## config.mk

```make
export PLATFORM = sky130hd
export DESIGN_NAME = video_timing_gen
export DESIGN_NICKNAME = d
export VERILOG_FILES = /design/src/rtl/video_timing_pkg.sv /design/src/rtl/video_timing_gen_pattern.sv /design/src/rtl/video_timing_gen.sv
export SDC_FILE = /design/constraint.sdc
export NUM_CORES = 1
export LEC_CHECK = 0
export CAP_MARGIN = 20
export CORE_MARGIN = 4
export CORE_UTILIZATION = 50
export DETAILED_ROUTE_END_ITERATION = 6
export GPL_TIMING_DRIVEN = 0
export PLACE_DENSITY = 0.76
export SETUP_SLACK_MARGIN = 0.4
export SLEW_MARGIN = 20
export SYNTH_ARGS = -nofsm -noshare
export SYNTH_HDL_FRONTEND = slang
export SYNTH_SLANG_ARGS = --single-unit
export TNS_END_PERCENT = 30
```

## constraint.sdc

```tcl
create_clock -name clk_i -period 4.8 [get_ports clk_i]
set_input_delay 0.72 -clock clk_i [delete_from_list [all_inputs] [get_ports clk_i]]
set_output_delay 0.72 -clock clk_i [all_outputs]
set_load 0.005 [all_outputs]
```

## src/rtl/video_timing_pkg.sv

```systemverilog
// Shared timing constants, enums and output bit positions for the video timing generator.
package video_timing_pkg;

   // 1080p60 raster timing
   localparam int unsigned H_ACTIVE_1080 = 1920;
   localparam int unsigned H_FP_1080     = 88;
   localparam int unsigned H_SYNC_1080   = 44;
   localparam int unsigned H_BP_1080     = 148;
   localparam int unsigned V_ACTIVE_1080 = 1080;
   localparam int unsigned V_FP_1080     = 4;
   localparam int unsigned V_SYNC_1080   = 5;
   localparam int unsigned V_BP_1080     = 36;

   // Counter widths (H_TOTAL up to 4095, V_TOTAL up to 2047)
   localparam int unsigned HW = 12;
   localparam int unsigned VW = 11;

   // Bit positions inside dvh_sync_o and vh_blank_o
   localparam int unsigned DVH_D = 2;
   localparam int unsigned DVH_V = 1;
   localparam int unsigned DVH_H = 0;
   localparam int unsigned VH_V  = 1;
   localparam int unsigned VH_H  = 0;

   typedef enum logic [1:0] {
      PAT_BARS  = 2'd0,
      PAT_RAMP  = 2'd1,
      PAT_CHECK = 2'd2,
      PAT_SOLID = 2'd3
   } pattern_e;

   typedef enum logic [1:0] {
      IDLE = 2'd0,
      RUN  = 2'd1,
      STOP = 2'd2
   } state_e;

endpackage

```

## src/rtl/video_timing_gen_pattern.sv

```systemverilog
// Combinational test-pattern source; the parent registers its output.
module video_pattern_gen
   import video_timing_pkg::*;
#(
   parameter int unsigned H_ACTIVE  = H_ACTIVE_1080,
   parameter logic [23:0] SOLID_RGB = 24'hFF_5A_43
) (
   input  logic [HW-1:0] h_i,
   input  logic          v6_i,
   input  pattern_e      pattern_i,
   output logic [23:0]   rgb_o
);

   // Eight equal-width bars across the active line
   localparam logic [HW-1:0] BAR_W = HW'(H_ACTIVE / 8);

   logic [HW-1:0] bar_s;
   logic [23:0]   bars_rgb_s;

   // Bar index and bar colour lookup
   always_comb begin
      bar_s = h_i / BAR_W;
      case (bar_s)
         12'd0:   bars_rgb_s = 24'hFF_FF_FF;
         12'd1:   bars_rgb_s = 24'hFF_FF_00;
         12'd2:   bars_rgb_s = 24'h00_FF_FF;
         12'd3:   bars_rgb_s = 24'h00_FF_00;
         12'd4:   bars_rgb_s = 24'hFF_00_FF;
         12'd5:   bars_rgb_s = 24'hFF_00_00;
         12'd6:   bars_rgb_s = 24'h00_00_FF;
         default: bars_rgb_s = 24'h00_00_00;
      endcase
   end

   // Pattern multiplexer
   always_comb begin
      case (pattern_i)
         PAT_BARS:  rgb_o = bars_rgb_s;
         PAT_RAMP:  rgb_o = {h_i[7:0], h_i[7:0], h_i[7:0]};
         PAT_CHECK: rgb_o = (h_i[6] ^ v6_i) ? 24'hFF_FF_FF : 24'h00_00_00;
         PAT_SOLID: rgb_o = SOLID_RGB;
         default:   rgb_o = 24'h00_00_00;
      endcase
   end

endmodule

```

## src/rtl/video_timing_gen.sv

```systemverilog
// Raster timing generator with built-in test patterns; all outputs registered and mutually aligned.
module video_timing_gen
   import video_timing_pkg::*;
#(
   parameter int unsigned H_ACTIVE  = H_ACTIVE_1080,
   parameter int unsigned H_FP      = H_FP_1080,
   parameter int unsigned H_SYNC    = H_SYNC_1080,
   parameter int unsigned H_BP      = H_BP_1080,
   parameter int unsigned V_ACTIVE  = V_ACTIVE_1080,
   parameter int unsigned V_FP      = V_FP_1080,
   parameter int unsigned V_SYNC    = V_SYNC_1080,
   parameter int unsigned V_BP      = V_BP_1080,
   parameter logic        HS_POL    = 1'b1,
   parameter logic        VS_POL    = 1'b1,
   parameter logic [23:0] SOLID_RGB = 24'hFF_5A_43
) (
   input  logic          clk_i,
   input  logic          rst_ni,
   input  logic          cen_i,
   input  logic          run_i,
   input  logic [1:0]    pattern_sel_i,
   output logic [1:0]    vh_blank_o,
   output logic [2:0]    dvh_sync_o,
   output logic [23:0]   vid_rgb_o,
   output logic [HW-1:0] hcount_o,
   output logic [VW-1:0] vcount_o,
   output logic          frame_start_o,
   output logic [7:0]    frame_cnt_o
);

   localparam logic [HW-1:0] H_LAST   = HW'(H_ACTIVE + H_FP + H_SYNC + H_BP - 1);
   localparam logic [HW-1:0] H_ACT_L  = HW'(H_ACTIVE);
   localparam logic [HW-1:0] HS_START = HW'(H_ACTIVE + H_FP);
   localparam logic [HW-1:0] HS_END   = HW'(H_ACTIVE + H_FP + H_SYNC);
   localparam logic [VW-1:0] V_LAST   = VW'(V_ACTIVE + V_FP + V_SYNC + V_BP - 1);
   localparam logic [VW-1:0] V_ACT_L  = VW'(V_ACTIVE);
   localparam logic [VW-1:0] VS_START = VW'(V_ACTIVE + V_FP);
   localparam logic [VW-1:0] VS_END   = VW'(V_ACTIVE + V_FP + V_SYNC);

   state_e        state_q, state_d;
   logic [HW-1:0] h_q, h_d;
   logic [VW-1:0] v_q, v_d;
   pattern_e      pat_q, pat_eff_s;
   logic          active_s, h_wrap_s, frame_wrap_s, frame_origin_s;
   logic          hblank_s, vblank_s, dsync_s, hsync_s, vsync_s;
   logic [23:0]   pat_rgb_s;

   assign h_wrap_s       = (h_q == H_LAST);
   assign frame_wrap_s   = h_wrap_s && (v_q == V_LAST);
   assign frame_origin_s = (h_q == '0) && (v_q == '0);

   // FSM state register
   always_ff @(posedge clk_i or negedge rst_ni) begin
      if (!rst_ni) begin
         state_q <= IDLE;
      end else if (cen_i) begin
         state_q <= state_d;
      end
   end

   // FSM next state; dropping run_i on the very last pixel ends the frame directly
   always_comb begin
      state_d = state_q;
      case (state_q)
         IDLE: begin
            if (run_i) state_d = RUN;
            else       state_d = IDLE;
         end
         RUN: begin
            if (run_i)             state_d = RUN;
            else if (frame_wrap_s) state_d = IDLE;
            else                   state_d = STOP;
         end
         STOP: begin
            if (run_i)             state_d = RUN;
            else if (frame_wrap_s) state_d = IDLE;
            else                   state_d = STOP;
         end
         default: state_d = IDLE;
      endcase
   end

   // FSM output: raster is live in RUN and STOP
   always_comb begin
      case (state_q)
         RUN:     active_s = 1'b1;
         STOP:    active_s = 1'b1;
         default: active_s = 1'b0;
      endcase
   end

   // Raster counter next state; parked at the origin while idle
   always_comb begin
      h_d = h_q;
      v_d = v_q;
      if (active_s) begin
         if (h_wrap_s) begin
            h_d = '0;
            if (v_q == V_LAST) v_d = '0;
            else               v_d = v_q + 11'd1;
         end else begin
            h_d = h_q + 12'd1;
         end
      end else begin
         h_d = '0;
         v_d = '0;
      end
   end

   // Raster counters
   always_ff @(posedge clk_i or negedge rst_ni) begin
      if (!rst_ni) begin
         h_q <= '0;
         v_q <= '0;
      end else if (cen_i) begin
         h_q <= h_d;
         v_q <= v_d;
      end
   end

   // Pattern shadow: reloaded only at a frame origin so a frame never tears
   always_ff @(posedge clk_i or negedge rst_ni) begin
      if (!rst_ni) begin
         pat_q <= PAT_BARS;
      end else if (cen_i && ((active_s && frame_origin_s) || ((state_q == IDLE) && run_i))) begin
         pat_q <= pattern_e'(pattern_sel_i);
      end
   end

   // Timing decode of the current counter state
   always_comb begin
      hblank_s  = (h_q >= H_ACT_L);
      vblank_s  = (v_q >= V_ACT_L);
      dsync_s   = !hblank_s && !vblank_s;
      hsync_s   = ((h_q >= HS_START) && (h_q < HS_END)) ? HS_POL : ~HS_POL;
      vsync_s   = ((v_q >= VS_START) && (v_q < VS_END)) ? VS_POL : ~VS_POL;
      // Pixel (0,0) already uses the pattern being loaded into the shadow
      pat_eff_s = frame_origin_s ? pattern_e'(pattern_sel_i) : pat_q;
   end

   video_pattern_gen #(
      .H_ACTIVE  (H_ACTIVE),
      .SOLID_RGB (SOLID_RGB)
   ) u_pattern (
      .h_i       (h_q),
      .v6_i      (v_q[6]),
      .pattern_i (pat_eff_s),
      .rgb_o     (pat_rgb_s)
   );

   // Output register: one cen behind the counters, idle values outside a frame
   always_ff @(posedge clk_i or negedge rst_ni) begin
      if (!rst_ni) begin
         vh_blank_o    <= 2'b11;
         dvh_sync_o    <= {1'b0, ~VS_POL, ~HS_POL};
         vid_rgb_o     <= 24'h00_00_00;
         hcount_o      <= '0;
         vcount_o      <= '0;
         frame_start_o <= 1'b0;
      end else if (cen_i) begin
         if (active_s) begin
            vh_blank_o[VH_V]  <= vblank_s;
            vh_blank_o[VH_H]  <= hblank_s;
            dvh_sync_o[DVH_D] <= dsync_s;
            dvh_sync_o[DVH_V] <= vsync_s;
            dvh_sync_o[DVH_H] <= hsync_s;
            vid_rgb_o         <= dsync_s ? pat_rgb_s : 24'h00_00_00;
            hcount_o          <= h_q;
            vcount_o          <= v_q;
            frame_start_o     <= frame_origin_s;
         end else begin
            vh_blank_o    <= 2'b11;
            dvh_sync_o    <= {1'b0, ~VS_POL, ~HS_POL};
            vid_rgb_o     <= 24'h00_00_00;
            hcount_o      <= '0;
            vcount_o      <= '0;
            frame_start_o <= 1'b0;
         end
      end
   end

   // Completed-frame counter, steps as the last pixel of a frame is emitted
   always_ff @(posedge clk_i or negedge rst_ni) begin
      if (!rst_ni) begin
         frame_cnt_o <= 8'd0;
      end else if (cen_i && active_s && frame_wrap_s) begin
         frame_cnt_o <= frame_cnt_o + 8'd1;
      end
   end

endmodule

```

==> metrics.yaml <==
outcome: "finished, final reports clean"
syn_avg_cell_area_um2: 9.68
p_leak_nw: 2.22
critPathSlowestCell: "mux2i_1"
dr.pass1.iters: 5
hp-class: "input pin to asynchronous set/reset pin"
skew_ns: 0.0115
crit_arrival_ns: 3.19
regArea_um2: 2200
htree_levels: 3
place_hpwl_um: 7580
cts_setup_buffers: 0
netlist_instances: 446
timing_hold_violations_final: 0
antenna_left: 0
cp_data_required_time_ns: 5.06
drtIter0Drc: 309
pin_count: 67
start_util_pct: 52.0
finalPower_mw: 2.40
die_x_um: 101
clk_pin_slew_worst_paths_ns: 0.09
fill_cells: 707
syn_area_um2: 4320
cts_buffers: 9
synth.yosys.seq_area_share_pct: 51.0
nNetsFinal: 536
rows: 33
ys_warn_count: 0
synth_edf_count: 0
antenna_found_initial: 0
synth_seq_cells: 88
multi_input_area_um2: 1810
synthArstFlopShare_pct: 100
drive_above_1_share_pct: 7.58
vias_per_cell: 5.73
synth_top_area_share_pct: 49.8
rsz0062_at_grt: "false"
drc: 0
critPathTopFamily: "simple AND/OR/NAND/NOR gates"
post_drt_wl_per_cell_um: 16.6
synth_common_cells: "dfrtp_1, inv_1, nand3_1, o21ai_0, nor2_1"
synth.most_common_cell: "dfrtp_1"
ir_worst_vdd_mv: 0.240
grtUsageTotal_pct: 21.8
wl_um: 10500
vias: 3624
gr-total-overflow: 0
syn_to_final_growth_pct: 23.5
core-area_um2: 8300
path_cells: "clkbuf_1 -> nor4_2 -> nand3_1 -> nor4_4 -> mux2i_1 -> a21oi_1 -> o32ai_1"
synth_area_leaders: "dfrtp_1, nand3_1, o21ai_0"
cpPeakStageDelay_ns: 0.63
slew_headroom_pct: 54.8
fin_crit_sh_pct: 61.0
ys.flop_type: "dfrtp_1"
fp.dieH_um: 101
cp-start-kind: "register"
grt_pass1_wl_um: 17800
place_area_um2: 5120
drv_cap: 0
yosys.area.top_type: "dfrtp_1"
finalMaxSlewViolations: 0
grt_pass1_vias: 3598
port_buffers: 65
dpl.cell_count: 617
dieArea_um2: 10200
cts-root-buf: "clkbuf_8"
hold_slack_ns: 0.393
crit_type: "register to register"
worst-path-buf-inv: 1
worst_slew_pin_slew_ns: 0.678
critPathMaxFanout: 9
syn-num-nets: 459
synth.distinct_cells: 51
p_per_area_nw_per_um2: 450
clock_path_buffers: 2
max_freq_mhz: 342
clock_latency_ns: 0.36
design_area_um2: 5330
setup_viol: 0
cts_hold_buf: 0
diodes: 0
fin_cells: 633
cts_resized: 0
cts_tree: "built"
cts.sinks: 88
period_needed_ns: 2.93
gp_congestion: 0.865
cp-end-kind: "register"
grt_max_degree: 54
## path summary, 6_finish.rpt
check	from	to	slack (ns)	depth (start not counted)
hold / removal	rst_ni	vcount_o[3]	0.39	1
min in group clk_i	frame_cnt_o[7]	frame_cnt_o[7]	0.48	1
setup reg to reg	h_q[3]	vid_rgb_o[6]	1.87	7
max in group asynchronous	rst_ni	vid_rgb_o[21]	3.78	2
hold reg to reg	frame_cnt_o[7]	frame_cnt_o[7]	0.48	1
setup / recovery	h_q[3]	vid_rgb_o[6]	1.87	7
## layer usage
layer  share of wire [%]  global-route usage, %
met5                   0                      0
met4                 1.4                   5.11
met3                 7.2                   5.40
met2                  46                   33.7
met1                  45                   31.1
## power breakdown
group	switching [mW]	internal (mW)	leakage, nW
Sequential	0.111	0.881	1.19
Combinational	0.471	0.392	0.920
Clock	0.274	0.272	0.102
## cell usage in the layout (no fill, tap or decap), types with 14 or more instances in the layout
cell type / instances
clkbuf_1: 20
nand3_1: 37
clkdlybuf4s50_1: 64
o2bb2ai_1: 17
nor2_1: 32
inv_1: 46
xor2_1: 14
nand2_1: 21
a21oi_1: 23
dfrtp_1: 86
o21ai_0: 37
## cell type report
| type | count | share of cell area (%) |
|---|---|---|
| clock buffer | 11 | 2.84 |
| inverter | 46 | 3.24 |
| buffer | 31 | 2.56 |
| timing repair buffer | 66 | 12.5 |
| sequential | 88 | 41.3 |
| multi-input combinational | 281 | 33.9 |
| clock inverter | 5 | 1.17 |
| tap | 105 | 2.46 |
## through the flow
stage	setup TNS (ns)	util, %	setup slack [ns]
floorplan	0	-	2.39
global placement	-9.65	61.5	-0.117
detailed placement	0	61.7	1.90
CTS	0	64.3	1.91
global route	0	64.3	1.64
finish	0	64.3	1.87
## flip-flops by register name (all words and copies together) (netlist names)
signal	flops
pat_q	2
vid_rgb_o	24
dvh_sync_o	3
frame_cnt_o	8
vcount_o	11
vh_blank_o	2
v_q	11
hcount_o	12
frame_start_o	1
state_q	2
h_q	12
## cell families after synthesis
kind of cell    count (synthesis)  share of synthesized area (%)
simple gates                  132                           16.2
compound gates                109                           16.5
flops                          88                           51.0
buf+inv                        77                           7.16
xor+xnor                       25                           5.07
mux                             8                           2.06
fa+ha+maj                       7                           2.03
Power figures use the tool's default switching activity.
